File: src/rtl/regfile_pc_flags.sv
// General register file with the top register doubling as the PC, plus carry/zero flags.
// Optional write-through read bypass is enabled with macro REGFILE_BYPASS_EN.
module regfile_pc_flags #(
   parameter int WIDTH = 16,
   parameter int NREGS = 8
) (
   input  logic                     clk,
   input  logic                     rst_n,
   input  logic                     wr_en,
   input  logic [$clog2(NREGS)-1:0] wr_addr,
   input  logic [WIDTH-1:0]         wr_data,
   input  logic [$clog2(NREGS)-1:0] rd_addr_a,
   input  logic [$clog2(NREGS)-1:0] rd_addr_b,
   output logic [WIDTH-1:0]         rd_data_a,
   output logic [WIDTH-1:0]         rd_data_b,
   input  logic                     pc_wr,
   input  logic [WIDTH-1:0]         pc_in,
   output logic [WIDTH-1:0]         pc_out,
   input  logic [1:0]               flag_wr,
   input  logic [1:0]               flag_in,
   output logic [1:0]               flag_out
);

   localparam int AW = $clog2(NREGS);

   logic [WIDTH-1:0] regs_r [NREGS];
   logic [1:0]       flags_r;
   logic [WIDTH-1:0] rd_a_s;
   logic [WIDTH-1:0] rd_b_s;

   // Register array; the general port takes priority over pc_wr on the PC slot.
   always_ff @(posedge clk or negedge rst_n) begin
      if (!rst_n) begin
         for (int i = 0; i < NREGS; i++) begin
            regs_r[i] <= '0;
         end
      end else begin
         for (int i = 0; i < NREGS; i++) begin
            if (wr_en && (wr_addr == AW'(i))) begin
               regs_r[i] <= wr_data;
            end else if (pc_wr && (i == NREGS - 1)) begin
               regs_r[i] <= pc_in;
            end else begin
               regs_r[i] <= regs_r[i];
            end
         end
      end
   end

   // Flag register with independent per-bit enables.
   always_ff @(posedge clk or negedge rst_n) begin
      if (!rst_n) begin
         flags_r <= 2'b00;
      end else begin
         for (int i = 0; i < 2; i++) begin
            if (flag_wr[i]) begin
               flags_r[i] <= flag_in[i];
            end else begin
               flags_r[i] <= flags_r[i];
            end
         end
      end
   end

   // Combinational read ports; bypass is gated by rst_n so reads stay zero in reset.
   always_comb begin
      rd_a_s = regs_r[rd_addr_a];
      rd_b_s = regs_r[rd_addr_b];
`ifdef REGFILE_BYPASS_EN
      if (rst_n && wr_en && (wr_addr == rd_addr_a)) begin
         rd_a_s = wr_data;
      end else begin
         rd_a_s = regs_r[rd_addr_a];
      end
      if (rst_n && wr_en && (wr_addr == rd_addr_b)) begin
         rd_b_s = wr_data;
      end else begin
         rd_b_s = regs_r[rd_addr_b];
      end
`endif
   end

   assign rd_data_a = rd_a_s;
   assign rd_data_b = rd_b_s;
   assign pc_out    = regs_r[NREGS-1];
   assign flag_out  = flags_r;

endmodule

File: config.mk
export PLATFORM = sky130hd
export DESIGN_NAME = regfile_pc_flags
export DESIGN_NICKNAME = d
export VERILOG_FILES = /design/src/rtl/regfile_pc_flags.sv
export SDC_FILE = /design/constraint.sdc
export NUM_CORES = 1
export LEC_CHECK = 0
export BUFFER_PORTS_ARGS = -buffer_cell sky130_fd_sc_hd__buf_2
export CAP_MARGIN = 40
export CORE_ASPECT_RATIO = 0.7
export CORE_MARGIN = 4
export CORE_UTILIZATION = 60
export DETAILED_ROUTE_END_ITERATION = 16
export PLACE_DENSITY_LB_ADDON = 0.25
export SLEW_MARGIN = 5
export SYNTH_ARGS = -nofsm -noshare
export SYNTH_HDL_FRONTEND = slang
export SYNTH_SLANG_ARGS = --single-unit
File: constraint.sdc
create_clock -name clk -period 2.1 [get_ports clk]
set_input_delay 0.21 -clock clk [delete_from_list [all_inputs] [get_ports clk]]
set_output_delay 0.21 -clock clk [all_outputs]
set_load 0.05 [all_outputs]
==> flow_summary.toml, run 1 <==
[timing]
slew_headroom_pct = 41.9
post-route-period-util_pct = 96.8
finalSetupTns_ns = 0
whs_ns = 0.0370
rsz0062_at_grt = "no"
max_freq_mhz = 492
hold_viol_final = 0
skew_ns = 0
worstMarginPinSlew_ns = 0.868
slew_violations = 0
fin_crit_ns = 2.03
report.final.setup_viol = 0

[clock_tree]
cts_buffer_depth = 2
cts_inserted_buffers = 17
htree_levels = 4
cts_num_sinks = 130
cts_tree = "done"
clk_latency_ns = 0.40
path_clk_slew_ns = 0.06
post_cts_buffers = 0
cts-root-buf = "clkbuf_16"

[worst_setup_path]
worstPathRequired_ns = 1.89
crit_path_end = "rd_data_b[2]"
crit_chain = "mux4_1 > mux2_2 > buf_2"
critPathMaxFanout = 4
rr_startpoint = "pc_out[5]$_DFFE_PN0P_"
r2r-end = "pc_out[5]$_DFFE_PN0P_"
cp_top_family = "multiplexers"
cp.arrival_ns = 1.82
start_kind = "flip-flop"
r2r_setup_slack_ns = 0.97
path_buf_inv = 1
crit_type = "flip-flop to output pin"
cpPeakStageDelay_ns = 0.50
cp.depth = 3
slowest_stage = "mux4_1"
cp-end-kind = "output pin"
worst_r2r_path_depth = 2
crit_start = "pc_out[2]$_DFFE_PN0P_"

[yosys]
yosys-top-cells-area = "dfrtp_1 (44%), mux2_2 (27%), mux4_1 (20%)"
synth_cell_types = 15
synth_top_area_share_pct = 44.1
synth_top_cell_by_area = "dfrtp_1"
avgSynthCellArea_um2 = 17.1
syn-num-nets = 480
synth_seq_cells = 130
ys_seq_area_share_pct = 44.1
synth_cells = 431
netlist_area_um2 = 7380
yosysWarnings = 0

[layout]
layout-drive-gt1-share_pct = 63.8
nNetsFinal = 566
final_common_cell = "mux2_2"
areaGrowthSynthToFinish_pct = 15.6
final_cell_mix = "mux2_2 (178), dfrtp_1 (130), buf_2 (96)"

[route]
viasPerCell = 6.39
drtPass1Iterations = 5
wl_um = 16600
met3_length_um = 1030
wl_met2_um = 8020
avgRoutedWirePerCell_um = 24.2
vias = 4383
top_layer_used = "met4"
ant_nets = 0
wl_met1_um = 7360
drc = 0
drt-initial-drc-count = 207

[global_routing]
antenna_found_initial = 1
grt_usage_pct = 24.7
grt_max_degree = 46
grt.overflow.total = 0
first_global_vias = 4649
grt_pass1_wl_um = 26300

[pwr]
p_leak_nw = 3.82
peakVddDrop_mv = 0.665
power.density_nw_per_um2 = 1010

[floorplan]
die_area_um2 = 14200
coreArea_um2 = 11900
ioPinCount = 99
row_count = 33
die_h_um = 101
initial_utilization_pct = 62.3
die_x_um = 141

[run_status]
status = "completed"

[run]
maxCapViolCount = 0

[placed_design]
hpwlAfterDp_um = 10800
gp_congestion = 0.781
numPortBuffers = 98

[worst_hold_path]
hold_path_class = "input port to flip-flop"
==> how the worst min path moves through the flow <==
stage / start / endpoint / slack (ns) / cells past startpoint
after detailed placement: rst_n / pc_out[6]$_DFFE_PN0P_ / 0.26 / 1
after CTS: flag_in[0] / flag_out[0]$_DFFE_PN0P_ / 0.03 / 2
final: flag_in[1] / flag_out[1]$_DFFE_PN0P_ / 0.04 / 2
after global routing: flag_in[0] / flag_out[0]$_DFFE_PN0P_ / 0.03 / 2
after global placement: rst_n / regs_r[22]$_DFFE_PN0P_ / 0.26 / 1
after floorplan: rst_n / flag_out[0]$_DFFE_PN0P_ / -0.09 / 0
==> cell families after synthesis <==
| kind of cell | Yosys count | synth area share [%] |
|---|---|---|
| flops | 130 | 44.1 |
| mux | 242 | 49.5 |
| simple gates | 8 | 1.54 |
| buf+inv | 51 | 4.86 |
==> cell type report <==
| cell class | instances | area [um^2] |
|---|---|---|
| antenna | 1 | 2.50 |
| tap | 157 | 196 |
| fill | 793 | 3310 |
| clock inverter | 7 | 60.1 |
| clock buffer | 23 | 468 |
| multi-input combinational | 250 | 3800 |
| timing repair buffer | 118 | 756 |
| sequential | 130 | 3250 |
==> sequential cells by signal, indices dropped and copies added, names as in the netlist <==
name and cells:
flag_out 2, pc_out 16, regs_r 112
==> synth_stat cells <==
cell type and instances:
buf_4 21, clkbuf_1 1, nor4b_4 1, nor4bb_1 2
and4bb_2 1, buf_6 10, nand4b_2 3, mux2_2 178
buf_1 8, mux4_2 8, dfrtp_1 130, nand4_2 1
clkbuf_2 2, mux4_1 56, buf_2 9
==> repair_timing <==
action | in CTS | in global routing
setup endpoints to repair | 0 | 1
hold endpoints to repair | 41 | 0
gates resized for setup | 0 | 2
hold buffers | 1 | 0
==> routing by layer <==
layer	vias to the layer above	GRT usage, %
li1	1910	-
met3	12	5.55
met5	-	0
met2	143	39.2
met4	0	7.30
met1	2318	34.9
==> power breakdown <==
part           total, W  internal, W  switching, W
Combinational   0.00258      0.00122       0.00136
Clock           0.00267      0.00166       0.00101
Sequential      0.00340      0.00303      0.000371
Total           0.00865      0.00591       0.00274
==> metrics by stage <==
stage | power (W) | std cells | util [%] | setup WS [ns] | instance area (um^2)
after floorplan | 0.00541 | 431 | - | 0.508 | 7380
after global placement | 0.00589 | 653 | 67.2 | 0.195 | 7970
after detailed placement | 0.00600 | 654 | 67.4 | 0.183 | 7990
after CTS | 0.00869 | 685 | 72.0 | 0.0332 | 8530
after global routing | 0.00902 | 686 | 72.0 | 0.0108 | 8540
final | 0.00865 | 686 | 72.0 | 0.0670 | 8540
Note: power is estimated with default switching activity, not from simulation.
==> run 2, diff against run 1 <==
--- a/config.mk
+++ b/config.mk
@@ -11,6 +11,7 @@
 export CORE_MARGIN = 4
 export CORE_UTILIZATION = 60
 export DETAILED_ROUTE_END_ITERATION = 16
+export GPL_TIMING_DRIVEN = 0
 export PLACE_DENSITY_LB_ADDON = 0.25
 export SLEW_MARGIN = 5
 export SYNTH_ARGS = -nofsm -noshare
==> flow_summary.toml, run 2 (synthesis results as in run 1) <==
[pwr]
p_total_w = 0.00890
peakVddDrop_mv = 0.728
p_leak_nw = 3.88
power.density_nw_per_um2 = 1030

[worst_setup_path]
crit_path_end = "rd_data_a[0]"
start_kind = "flip-flop"
r2r-end = "pc_out[5]$_DFFE_PN0P_"
crit_type = "flip-flop to output pin"
worst_r2r_path_depth = 2
cpPeakStageDelay_ns = 0.55
cp-end-kind = "output pin"
crit_start = "regs_r[96]$_DFFE_PN0P_"
crit_chain = "mux4_1 > mux2_2 > buf_2"
cp.arrival_ns = 1.85
r2r_setup_slack_ns = 1.02
critPathMaxFanout = 3
worstPathRequired_ns = 1.89
rr_startpoint = "pc_out[5]$_DFFE_PN0P_"
slowest_stage = "mux4_1"

[route]
drc = 0
drtPass1Iterations = 4
ant_nets = 0
vias = 4517
drt-initial-drc-count = 309
avgRoutedWirePerCell_um = 25.4
wl_um = 18000
viasPerCell = 6.36

[global_routing]
grt.overflow.total = 0
grt_usage_pct = 26.7
antenna_found_initial = 0
grt_max_degree = 70
first_global_vias = 4796
grt_pass1_wl_um = 28300

[clock_tree]
cts_tree = "done"
cts_buffer_depth = 2
clk_latency_ns = 0.41
post_cts_buffers = 0
htree_levels = 4
path_clk_slew_ns = 0.05
cts-root-buf = "clkbuf_16"
cts_inserted_buffers = 17
cts_num_sinks = 130

[layout]
areaGrowthSynthToFinish_pct = 16.9
final_cells = 710
regArea_um2 = 3250
largest_register = "regs_r"
nNetsFinal = 590
largest_reg_flops = 112
fin_util_pct = 72.8
layout-drive-gt1-share_pct = 64.6
final_common_cell = "mux2_2"
final_cell_mix = "mux2_2 (178), dfrtp_1 (130), buf_2 (98)"
multi_input_area_um2 = 3760
nFillCells = 731
n_antenna_cell = 0
final_cell_area_um2 = 8630

[floorplan]
row_count = 33
die_h_um = 101
die_x_um = 141
initial_utilization_pct = 62.3
die_area_um2 = 14200
ioPinCount = 99
coreArea_um2 = 11900

[placed_design]
post_dp_cell_area_um2 = 8060
hpwlAfterDp_um = 12000
dp.cells = 678
numPortBuffers = 89
gp_congestion = 0.773
dp_slack_ns = -0.0373

[timing]
skew_ns = 0
post-route-period-util_pct = 98.2
rsz0062_at_grt = "no"
report.final.setup_viol = 0
max_freq_mhz = 485
timing.final.ws_setup_ns = 0.0385
slew_headroom_pct = 43.6
hold_viol_final = 0
fin_crit_ns = 2.06
slew_violations = 0
worstMarginPinSlew_ns = 0.845

[run]
maxCapViolCount = 0

[run_status]
status = "completed"

[worst_hold_path]
hold_depth = 2
hold_path_class = "input port to flip-flop"
==> run 2: stage by stage <==
stage / TNS [ns] / hold WS (ns)
final: 0 / 0.0361
after detailed placement: -0.188 / 0.238
after CTS: 0 / 0.0277
after floorplan: 0 / -0.0856
after global placement: -111.61 / 0.444
after global routing: 0 / 0.0197
==> run 2: repair_timing <==
| action | in CTS | in global routing |
|---|---|---|
| hold buffers | 1 | 0 |
| setup endpoints to repair | 22 | 16 |
| gates resized for setup | 3 | 7 |
| gates cloned | 0 | 0 |
| endpoints found under the hold margin | 61 | 0 |
==> run 2: worst min path at each step <==
stage,startpoint,to,slack (ns)
final,flag_in[0],flag_out[0]$_DFFE_PN0P_,0.04
after global routing,flag_in[1],flag_out[1]$_DFFE_PN0P_,0.02
after CTS,flag_in[0],flag_out[0]$_DFFE_PN0P_,0.03
after detailed placement,rst_n,regs_r[70]$_DFFE_PN0P_,0.24
after global placement,flag_in[0],flag_out[0]$_DFFE_PN0P_,0.44
after floorplan,rst_n,flag_out[0]$_DFFE_PN0P_,-0.09
==> run 2: where the power goes <==
group	internal, W	switching [W]	leakage (nW)
Sequential	0.00303	0.000381	1.55
Clock	0.00180	0.00103	0.275
Combinational	0.00126	0.00141	2.05
==> run 2: critical path, delay by kind of cell, from the launching register on <==
family	cells	cell delay, ns
buffers and inverters	1	0.21
flip-flops	1	0.39
multiplexers	2	0.85
==> run 2: layout make-up <==
type / instances / share of cell area, %
repair buffers: 91 / 5.73
clock buffers: 25 / 5.51
flip-flops and latches: 130 / 37.7
multi-input cells: 250 / 43.6
well taps: 157 / 2.28
clock inverters: 6 / 0.928
plain buffers: 51 / 4.25
==> run 2: per-layer routing <==
metal / global-route usage (%) / routed length [um] / part of all wire [%]
met1: 38.3 / 7850 / 44
met2: 41.3 / 8500 / 47
met3: 8.25 / 1510 / 8.4
met4: 5.06 / 176 / 0.98
met5: 0 / 0 / 0
==> run 3, diff against run 2 <==
--- a/config.mk
+++ b/config.mk
@@ -7,7 +7,7 @@
 export LEC_CHECK = 0
 export BUFFER_PORTS_ARGS = -buffer_cell sky130_fd_sc_hd__buf_2
 export CAP_MARGIN = 40
-export CORE_ASPECT_RATIO = 0.7
+export CORE_ASPECT_RATIO = 1.75
 export CORE_MARGIN = 4
 export CORE_UTILIZATION = 60
 export DETAILED_ROUTE_END_ITERATION = 16
==> flow_summary.toml, run 3 (synthesis results as in run 1) <==
[worst_setup_path]
slowest_stage = "buf_1"
crit_type = "input port to output pin"
cp_top_family = "buffers and inverters"
crit_chain = "buf_2 > buf_1 > mux4_1 > mux2_2 > buf_2"
path_buf_inv = 3
rr_startpoint = "pc_out[10]$_DFFE_PN0P_"
worst_r2r_path_depth = 2
cp-end-kind = "output pin"
cp.depth = 5
start_kind = "input port"
r2r-end = "pc_out[10]$_DFFE_PN0P_"
cpPeakStageDelay_ns = 0.60
worstPathRequired_ns = 1.89
cp.arrival_ns = 1.88
critPathMaxFanout = 10
r2r_setup_slack_ns = 0.99
cpMostUsedCell = "buf_2"

[layout]
multi_input_area_um2 = 3770
regArea_um2 = 3250
final_cells = 721
fin_util_pct = 72.8
areaGrowthSynthToFinish_pct = 18.3
nNetsFinal = 591
nFillCells = 754
layout-drive-gt1-share_pct = 65.2
final_common_cell = "mux2_2"
final_cell_mix = "mux2_2 (178), dfrtp_1 (130), buf_2 (99)"
largest_register = "regs_r"
largest_reg_flops = 112

[route]
drc = 0
drt-initial-drc-count = 198
ant_nets = 0
drtPass1Iterations = 4
avgRoutedWirePerCell_um = 24.8
vias = 4515
wl_um = 17900
viasPerCell = 6.26

[pwr]
power.switching_w = 0.00291
clkPwrFrac_pct = 34.4
sequentialPowerShare_pct = 36.9
p_comb_share_pct = 28.7
intPower_w = 0.00628
p_leak_nw = 3.92
swShare_pct = 31.7
peakVddDrop_mv = 0.865
power.density_nw_per_um2 = 1050

[timing]
slew_violations = 0
rsz0062_at_grt = "no"
slew_headroom_pct = 42.8
skew_ns = 0
hold_viol_final = 0
fin_crit_ns = 2.09
report.final.setup_viol = 0
worstMarginPinSlew_ns = 0.858
max_freq_mhz = 478
post-route-period-util_pct = 99.6

[worst_hold_path]
hold_end = "flag_out[0]$_DFFE_PN0P_"
holdCritStartpoint = "flag_in[0]"
hold_path_class = "input port to flip-flop"
hold_depth = 2

[global_routing]
antenna_found_initial = 0
grt.overflow.total = 0
grt_usage_pct = 26.6
first_global_vias = 4946
grt_pass1_wl_um = 28100
grt_max_degree = 70

[clock_tree]
cts_inserted_buffers = 17
clk_latency_ns = 0.42
htree_levels = 4
path_clk_slew_ns = 0.06
post_cts_buffers = 0
cts-root-buf = "clkbuf_16"
cts_buffer_depth = 2
cts_num_sinks = 130
cts_tree = "done"

[floorplan]
row_count = 53
die_h_um = 155
initial_utilization_pct = 61.5
die_area_um2 = 14200
coreArea_um2 = 12000
ioPinCount = 99
die_x_um = 91.9

[placed_design]
hpwlAfterDp_um = 12300
gp_congestion = 0.773
dp.cells = 687
numPortBuffers = 89

[run_status]
status = "completed"

[run]
maxCapViolCount = 0
==> run 3: worst max path at each step <==
stage | end | start | slack, ns
final | rd_data_b[10] | rd_addr_b[2] | 0.009
after global routing | rd_data_b[10] | rd_addr_b[2] | 0.002
after CTS | rd_data_b[3] | rd_addr_b[2] | 0.02
after detailed placement | rd_data_b[10] | rd_addr_b[2] | -0.03
after global placement | regs_r[77]$_DFFE_PN0P_ | rst_n | -0.79
after floorplan | rd_data_a[1] | rd_addr_a[0] | 0.51
==> run 3: power groups by stage <==
| stage | Sequential, W | Combinational, W | Clock, W |
|---|---|---|---|
| 2_1_floorplan | 0.00329 | 0.00212 | 0 |
| 3_3_place_gp | 0.00334 | 0.00257 | 0 |
| 3_5_place_dp | 0.00342 | 0.00264 | 0 |
| 4_1_cts | 0.00339 | 0.00266 | 0.00318 |
| 5_1_grt | 0.00345 | 0.00280 | 0.00331 |
| 6_report | 0.00340 | 0.00264 | 0.00316 |
==> run 3: area by class of cell <==
class	count	share of cell area, %
clock inverters	15	2.39
clock buffers	17	4.87
well taps	165	2.36
plain buffers	51	4.18
diodes	1	0.0286
flip-flops and latches	130	37.2
multi-input cells	250	43.2
repair buffers	92	5.76
==> run 3: timing repair <==
action | CTS | global route
gates resized for setup | 3 | 4
pin swaps | 0 | 0
hold buffers | 1 | 0
endpoints found under the setup margin | 15 | 2
hold endpoints to repair | 61 | 0
==> run 3: through the flow <==
stage	setup slack, ns	TNS [ns]	hold WS, ns	power (W)	cell area (um^2)
after floorplan	0.508	0	-0.0856	0.00541	7380
after global placement	-0.791	-101.08	0.442	0.00591	8030
after detailed placement	-0.0267	-0.141	0.240	0.00607	8080
after CTS	0.0244	0	0.0218	0.00923	8730
after global routing	0.00230	0	0.0317	0.00955	8730
final	0.00917	0	0.0300	0.00920	8730
==> run 3: per-layer routing <==
metal	track usage [%]	wire length, um	vias up
li1	-	-	1953
met1	29.3	6390	2369
met2	50.3	10300	157
met3	5.11	795	36
met4	9.14	432	0
met5	0	0	-
